**src/rtl/hack_boot_loader.sv**
```systemverilog
// Framed byte-stream loader: parses A5/count/data/checksum frames into program-memory writes and holds the CPU in reset until a verified image is loaded.
// Latency: ROM write strobe 1 cycle after each lo-byte handshake; done/cpu_reset change 1 cycle after the checksum handshake.
// Backpressure: rx_ready depends on state only; it is high in IDLE..CHECK and low in DONE/ERROR until a start pulse re-arms the loader.
module hack_boot_loader #(
    parameter int ADDR_W         = 15,
    parameter int MAX_WORDS      = 32768,
    parameter int TIMEOUT_CYCLES = 1000000
) (
    input  logic              clk,
    input  logic              reset,
    input  logic [7:0]        rx_data,
    input  logic              rx_valid,
    output logic              rx_ready,
    input  logic              start,
    output logic              rom_wr_en,
    output logic [ADDR_W-1:0] rom_wr_addr,
    output logic [15:0]       rom_wr_data,
    output logic              cpu_reset,
    output logic              busy,
    output logic              done,
    output logic              error,
    output logic [1:0]        error_code,
    output logic [15:0]       words_loaded
);

    localparam int TW = $clog2(TIMEOUT_CYCLES + 1);

    typedef enum logic [2:0] {
        S_IDLE, S_CNT_HI, S_CNT_LO, S_DATA_HI, S_DATA_LO, S_CHECK, S_DONE, S_ERROR
    } state_t;

    state_t            state_q, state_d;
    logic [15:0]       cnt_q, cnt_d;
    logic [7:0]        hi_q, hi_d;
    logic [15:0]       words_q, words_d;
    logic [7:0]        acc_q, acc_d;
    logic [TW-1:0]     tmo_q, tmo_d;
    logic [1:0]        code_q, code_d;
    logic              wr_en_q, wr_en_d;
    logic [ADDR_W-1:0] wr_addr_q, wr_addr_d;
    logic [15:0]       wr_data_q, wr_data_d;

    logic        hs;
    logic        in_frame;
    logic        tmo_hit;
    logic        rearm;
    logic [15:0] cnt_full;

    assign hs       = rx_valid && rx_ready;
    assign in_frame = (state_q != S_IDLE) && (state_q != S_DONE) && (state_q != S_ERROR);
    // Expiry on the same edge as a handshake loses to the byte.
    assign tmo_hit  = in_frame && !hs && (tmo_q == TW'(TIMEOUT_CYCLES - 1));
    assign rearm    = start && ((state_q == S_DONE) || (state_q == S_ERROR));
    assign cnt_full = {cnt_q[15:8], rx_data};

    always_ff @(posedge clk or negedge reset) begin
        if (!reset) begin
            state_q <= S_IDLE;
        end else begin
            state_q <= state_d;
        end
    end

    always_comb begin
        state_d = state_q;
        unique case (state_q)
            S_IDLE:    if (hs && rx_data == 8'hA5) state_d = S_CNT_HI;
            S_CNT_HI:  if (hs) state_d = S_CNT_LO;
            S_CNT_LO:
                if (hs) begin
                    if (cnt_full == 16'd0 || 32'(cnt_full) > 32'(MAX_WORDS)) state_d = S_ERROR;
                    else                                                     state_d = S_DATA_HI;
                end
            S_DATA_HI: if (hs) state_d = S_DATA_LO;
            S_DATA_LO: if (hs) state_d = (words_q == cnt_q - 16'd1) ? S_CHECK : S_DATA_HI;
            S_CHECK:   if (hs) state_d = (rx_data == acc_q) ? S_DONE : S_ERROR;
            S_DONE:    if (start) state_d = S_IDLE;
            S_ERROR:   if (start) state_d = S_IDLE;
            default:   state_d = S_IDLE;
        endcase
        if (tmo_hit) state_d = S_ERROR;
    end

    always_comb begin
        rx_ready  = in_frame || (state_q == S_IDLE);
        busy      = in_frame;
        done      = (state_q == S_DONE);
        error     = (state_q == S_ERROR);
        cpu_reset = (state_q != S_DONE);
    end

    always_comb begin
        cnt_d     = cnt_q;
        hi_d      = hi_q;
        words_d   = words_q;
        acc_d     = acc_q;
        code_d    = code_q;
        wr_en_d   = 1'b0;
        wr_addr_d = wr_addr_q;
        wr_data_d = wr_data_q;
        tmo_d     = '0;
        if (in_frame && !hs) tmo_d = tmo_q + TW'(1);

        if (hs) begin
            unique case (state_q)
                S_CNT_HI:  cnt_d[15:8] = rx_data;
                S_CNT_LO:  cnt_d[7:0]  = rx_data;
                S_DATA_HI: begin
                    hi_d  = rx_data;
                    acc_d = acc_q + rx_data;
                end
                S_DATA_LO: begin
                    acc_d     = acc_q + rx_data;
                    wr_en_d   = 1'b1;
                    wr_addr_d = words_q[ADDR_W-1:0];
                    wr_data_d = {hi_q, rx_data};
                    words_d   = words_q + 16'd1;
                end
                default: ;
            endcase
        end

        if (state_d == S_ERROR && state_q != S_ERROR) begin
            if (!hs)                     code_d = 2'd3;
            else if (state_q == S_CNT_LO) code_d = 2'd1;
            else                          code_d = 2'd2;
        end

        if (rearm) begin
            cnt_d   = '0;
            words_d = '0;
            acc_d   = '0;
            code_d  = '0;
        end
    end

    always_ff @(posedge clk or negedge reset) begin
        if (!reset) begin
            cnt_q     <= '0;
            hi_q      <= '0;
            words_q   <= '0;
            acc_q     <= '0;
            tmo_q     <= '0;
            code_q    <= '0;
            wr_en_q   <= 1'b0;
            wr_addr_q <= '0;
            wr_data_q <= '0;
        end else begin
            cnt_q     <= cnt_d;
            hi_q      <= hi_d;
            words_q   <= words_d;
            acc_q     <= acc_d;
            tmo_q     <= tmo_d;
            code_q    <= code_d;
            wr_en_q   <= wr_en_d;
            wr_addr_q <= wr_addr_d;
            wr_data_q <= wr_data_d;
        end
    end

    assign rom_wr_en    = wr_en_q;
    assign rom_wr_addr  = wr_addr_q;
    assign rom_wr_data  = wr_data_q;
    assign error_code   = code_q;
    assign words_loaded = words_q;

endmodule

```
**config.mk**
```make
export PLATFORM = sky130hd
export DESIGN_NAME = hack_boot_loader
export DESIGN_NICKNAME = d
export VERILOG_FILES = /design/src/rtl/hack_boot_loader.sv
export SDC_FILE = /design/constraint.sdc
export NUM_CORES = 1
export LEC_CHECK = 0
export ABC_CLOCK_PERIOD_IN_PS = 6000
export CORE_UTILIZATION = 50
export DETAILED_ROUTE_END_ITERATION = 6
export HOLD_SLACK_MARGIN = 0.05
export PLACE_DENSITY = 0.73
export SYNTH_ARGS = -nofsm -noshare
export SYNTH_HDL_FRONTEND = slang
export SYNTH_SLANG_ARGS = --single-unit
export TNS_END_PERCENT = 50
```
**constraint.sdc**
```tcl
create_clock -name clk -period 6 [get_ports clk]
set_clock_uncertainty 0.2 [all_clocks]
set_input_delay 0.6 -clock clk [delete_from_list [all_inputs] [get_ports clk]]
set_output_delay 0.6 -clock clk [all_outputs]
set_load 0.02 [all_outputs]
```
After elaboration in Yosys (flattened, before gate mapping)
Index checks and enable logic that the tools add are counted.
{"block": "word_totals", "elab_cells": 88, "reg_bits": 105}
{"block": "op_classes", "n_eq_ne": 14, "add_sub_neg": 4, "mux": 29, "reduce_logical": 29, "order_cmp": 1}
{"operator": "$mux 16", "n": 5}
{"operator": "$mux 8", "n": 5}
{"operator": "$mux 3", "n": 10}
{"operator": "$pmux 3 s7", "n": 1}
{"operator": "$add 20x1->20 const B", "n": 1}
{"operator": "$eq 20x20->1 const B", "n": 1}
{"operator": "$mux 20", "n": 1}
{"operator": "$add 16x1->16 const B", "n": 1}
{"operator": "$eq 16x16->1", "n": 1}
{"operator": "$gt 16x16->1 const B", "n": 1}
{"operator": "$logic_not 16->1", "n": 1}
{"operator": "$sub 16x1->16 const B", "n": 1}
{"operator": "$eq 3x3->1 const B", "n": 5}
{"operator": "$reduce_and 2->1", "n": 6}
{"operator": "$reduce_bool 2->1", "n": 6}
{"operator": "$add 8x8->8", "n": 1}
{"operator": "$eq 8x8->1", "n": 1}
{"operator": "$eq 8x8->1 const B", "n": 1}
{"operator": "$logic_and 1x1->1", "n": 8}
{"operator": "$mux 2", "n": 4}
{"operator": "$eq 3x2->1 const B", "n": 2}
{"operator": "$ne 3x3->1 const B", "n": 2}
{"operator": "$reduce_or 2->1", "n": 2}
{"operator": "$eq 3x1->1 const B", "n": 1}
{"operator": "5 further kinds", "n": 9}

Longest topological paths before layout
{"block": "logic_depth", "ltp_word": 13, "depth_mapped": 10}

Least setup slack after synthesis
No wires, ideal clock.
{"block": "synth_path", "kind": "input to register", "startpoint": "in rx_data[1]", "endpoint": "reg acc_q[7]", "setup_ps": 79, "path_slack_ps": 3489, "t_required_ps": 5721, "cell_stages": 8, "arrival_time_ps": 2231, "n_path_buf": 0, "cell_sequence": "ha_1 > a21o_1 > a21oi_1 > o21bai_1 > a2111oi_0 > or3_1 > mux2i_1 > mux2i_1"}
{"block": "synth_between", "elab_chain_len": 4}
{"item": "from (decl)", "line_no": "11", "source": "input logic [7:0] rx_data,"}
{"item": "$add 8x8->8", "line_no": "110, 113"}
{"item": "$mux 8"}
{"item": "$mux 8", "line_no": "104", "source": "if (hs) begin"}
{"item": "$mux 8", "line_no": "129", "source": "if (rearm) begin"}
{"item": "to (signal assigned)", "line_no": "142", "source": "acc_q <= '0;"}
{"item": "to (signal assigned)", "line_no": "152", "source": "acc_q <= acc_d;"}
{"item": "to (decl)", "line_no": "36", "source": "logic [7:0] acc_q, acc_d;"}
Every way passes these cells. The select of a mux whose other input is x is not followed.
A chain may end at the register's enable or synchronous reset.

Final worst setup path
{"block": "layout_path", "startpoint": "in rx_valid", "endpoint": "reg words_q[15] (netlist: words_loaded[15])"}
{"block": "layout_between", "elab_chain_len": 3}
{"item": "from (decl)", "line_no": "12", "source": "input logic rx_valid,"}
{"item": "$logic_and 1x1->1", "line_no": "49", "source": "assign hs = rx_valid && rx_ready;"}
{"item": "$reduce_bool 2->1 (no line)"}
{"item": "$reduce_and 2->1 (no line)"}
{"item": "to (signal assigned)", "line_no": "151", "source": "words_q <= words_d;"}
{"item": "to (decl)", "line_no": "35", "source": "logic [15:0] words_q, words_d;"}
Every way passes these cells.

==> impl_results.md <==
- Run status: completed
- WL met3: 516 µm
- Ys async rst share: 100%
- Core ar.: 10500 µm²
- GRT Util Overall: a little over a fifth
- Pleak: about 0.0027 µW
- CTS sink count: 105
- DIE WIDTH: 107 µm
- Gr ovfl total: 0
- Wirelength per Cell: 15.8 µm
- Nets: 618
- Postcts setup bufs: 0
- ANT cells: 0
- Finish-stage setup viols: 0
- Top-count cell post-synth: dfrtp_1
- First-pass GRT wire length: 19600 µm
- Fmax: 321 MHz
- Layout area overhead: 16.4%
- Hold Buf Count CTS: 1
- Fin crit period: 3.12 ns
- Routed Antenna Nets: 0
- Crit path top cell by count: nor2_1
- IO Count: 67
- Max FO, Critical Path: 33
- CTS root buf: clkbuf_8
- Met1 Wirelength: 5460 µm
- Worst-Skew Late Latency: 0.37 ns
- Most used flip-flop cell after synthesis: dfrtp_1
- Reg area: between 2000 and 3000 µm²
- Final Max Slew Viols: 0
- Number of synthesized flops with an enable pin: 0
- Total clock buffers created by CTS: 9
- Clock transition at path regs: ~0.1 ns
- Seq cells post-synth: around 110
- Average size of a mapped cell: 10.1 µm²
- Post-Syn Nets: 567
- DR vias/cell: between 5 and 6
- Max_slew headroom: 30.5%
- Vias in the first global route: 3957
- Die ar.: 11400 µm²
- Post-synth top area share: between 40% and 50%
- Cell count after synthesis: 544
- Area share of and/or/nand/nor cells after synthesis: 20.1%
- Detail Placement HPWL: 7980 µm
- Post-synthesis adder-cell area fraction: roughly 2.6%
- Pre-Repair DR Iteration Count: 5
- Initial core utilization: 52.4%
- Top sig layer: met4
- WL final: 11600 µm
- Die height: 107 µm
- Setup Crit Path Kind: input port to flip-flop
- Final TNS setup: 0 ns
- Hold Slack: 0.294 ns
- Worst min path class: flip-flop to flip-flop
- Startpoint types: input port
- XOR/XNOR Fraction of Synth Area: around 8.3%
- DR vias: approximately 4200
- Met2 Wirelength: between 5000 and 6000 µm
- Port bufs: 66
- Largest family of logic cells by synthesized area: simple AND/OR/NAND/NOR gates
- Final hold vios: 0
- Multi-input logic area: 2650 µm²
- Final period util: between 50% and 60%
- Worst path cell trace: clkdlybuf4s50_1 > and4bb_2 > buf_4 > nand2_1 > nor2_1 > nand3_1 > nor3_1 > xnor2_1 > nor2_1
- Most common library cells after synthesis: 105 x dfrtp_1, 55 x nand2_1, 48 x nor2_1
- Largest net degree at the start of global routing: 72
- Maximum VDD drop: between 0.0002 and 0.00025 V
- CTS tree: done
- Antenna violations before repair: 0
- Post_cts resized: 0
- Remaining DRCs: 0
- Yosys top cell by area: dfrtp_1
- Distinct cells, synth: 59
- Layout cells sized above 1: a little under an eighth
- MaxCap Viol Count: 0
- Slowest-stage cell, CP: clkdlybuf4s50_1
- Worst slew pin tran: 1.04 ns
- Mapped Area: 5490 µm²
- Max clock buf depth: 2
- Gpl congestion: 0.842
- Worst Setup End Kind: flip-flop
- RSZ-0062 raised after global routing: no
- Synth Warn #: 0
- Sequential-to-total area share from yosys stat: 47.9%
- Fill count: 914
- Synth top area cells: dfrtp_1 48%, mux2_2 7.6%, xor2_1 4.3%, xnor2_1 4.0%, nand2_1 3.8%
- CP arrival: 3.14 ns
- Critical path data required time: around 6 ns
- H-tree depth: 3
- # rows: 37
- Power density over the cells: 411 nW/µm²
- Synth Area in Compound Gates: ~8.4%
- Critical Path Max Stage Delay: 0.64 ns
- Mux share of post-synthesis cell area: 8.83%
- Initial drt markers: between 200 and 250
-- power breakdown --
part | total (µW) | internal, µW | switching (µW)
sequential | 1090 | 886 | 199
clock | 421 | 158 | 263
combinational | 1120 | 540 | 581
total | 2630 | 1580 | 1040
-- area by class of cell --
cell class	instances	area share (%)
inverters	17	0.999
well taps	136	2.66
flip-flops and latches	105	41.1
clock buffers	9	1.94
repair buffers	70	10.8
clock inverters	7	0.940
multi-input cells	392	41.5
-- cells in the final DEF, fill, tap and decap left out, types with 4 or more instances in the layout --
master and count:
nor2_1 48, o21ai_0 24, nor2b_1 4, and3_1 8
dfrtp_1 105, a21oi_1 24, nand3_1 23, xnor2_1 25
nand2_1 55, xor2_1 27, inv_1 17, or3_1 10
nor4b_1 4, clkbuf_8 9, nand2b_1 7, buf_4 4
nand4_1 14, nor3_1 12, mux2_2 37, nor4_1 7
ha_1 10, clkdlybuf4s50_1 65
-- critical path, delay by kind of cell --
kind | cells | cell delay, ns
xor gates and xnor gates | 1 | 0.15
buffers and inverters | 2 | 1.07
and+or+nand+nor | 6 | 1.29
-- per-layer routing --
layer	vias up	track usage [%]
li1	2014	-
met1	2012	31.6
met2	115	33.5
met3	14	3.40
met4	0	7.53
met5	-	0
-- final timing paths --
| kind | from | endpoint | slack, ns | cells after the start |
|---|---|---|---|---|
| min | tmo_q[0] | tmo_q[0] | 0.29 | 1 |
| min in group asynchronous | reset | rom_wr_addr[12] | 0.51 | 2 |
| max reg2reg | state_q[2] | words_loaded[15] | 3.02 | 8 |
| min reg2reg | tmo_q[0] | tmo_q[0] | 0.29 | 1 |
| max in group asynchronous | reset | tmo_q[9] | 3.83 | 3 |
| max | rx_valid | words_loaded[15] | 2.88 | 9 |
-- cell families after synthesis --
logic type,after synthesis
XOR/XNOR,52
buffers and inverters,47
flip-flops,105
AO/OA/AOI/OAI,76
multiplexers,42
adder cells (fa/ha/maj),11
AND/OR/NAND/NOR,211
-- sequential cells by signal (all words and copies together) (netlist names) --
signal,flops
rom_wr_addr,15
rom_wr_data,16
error_code,2
tmo_q,20
state_q,3
cnt_q,16
rom_wr_en,1
hi_q,8
acc_q,8
words_loaded,16
-- through the flow --
stage	instances	worst slack (ns)	area (µm²)	power [µW]	utilization, %
6_report	736	2.88	6390	2630	61.1
5_1_grt	736	2.68	6390	2820	61.1
3_5_place_dp	719	2.48	6190	2220	59.2
2_1_floorplan	544	3.49	5490	1860	-
3_3_place_gp	719	2.56	6190	2170	59.2
4_1_cts	736	2.89	6390	2640	61.1
Power figures use the tool's default switching activity.
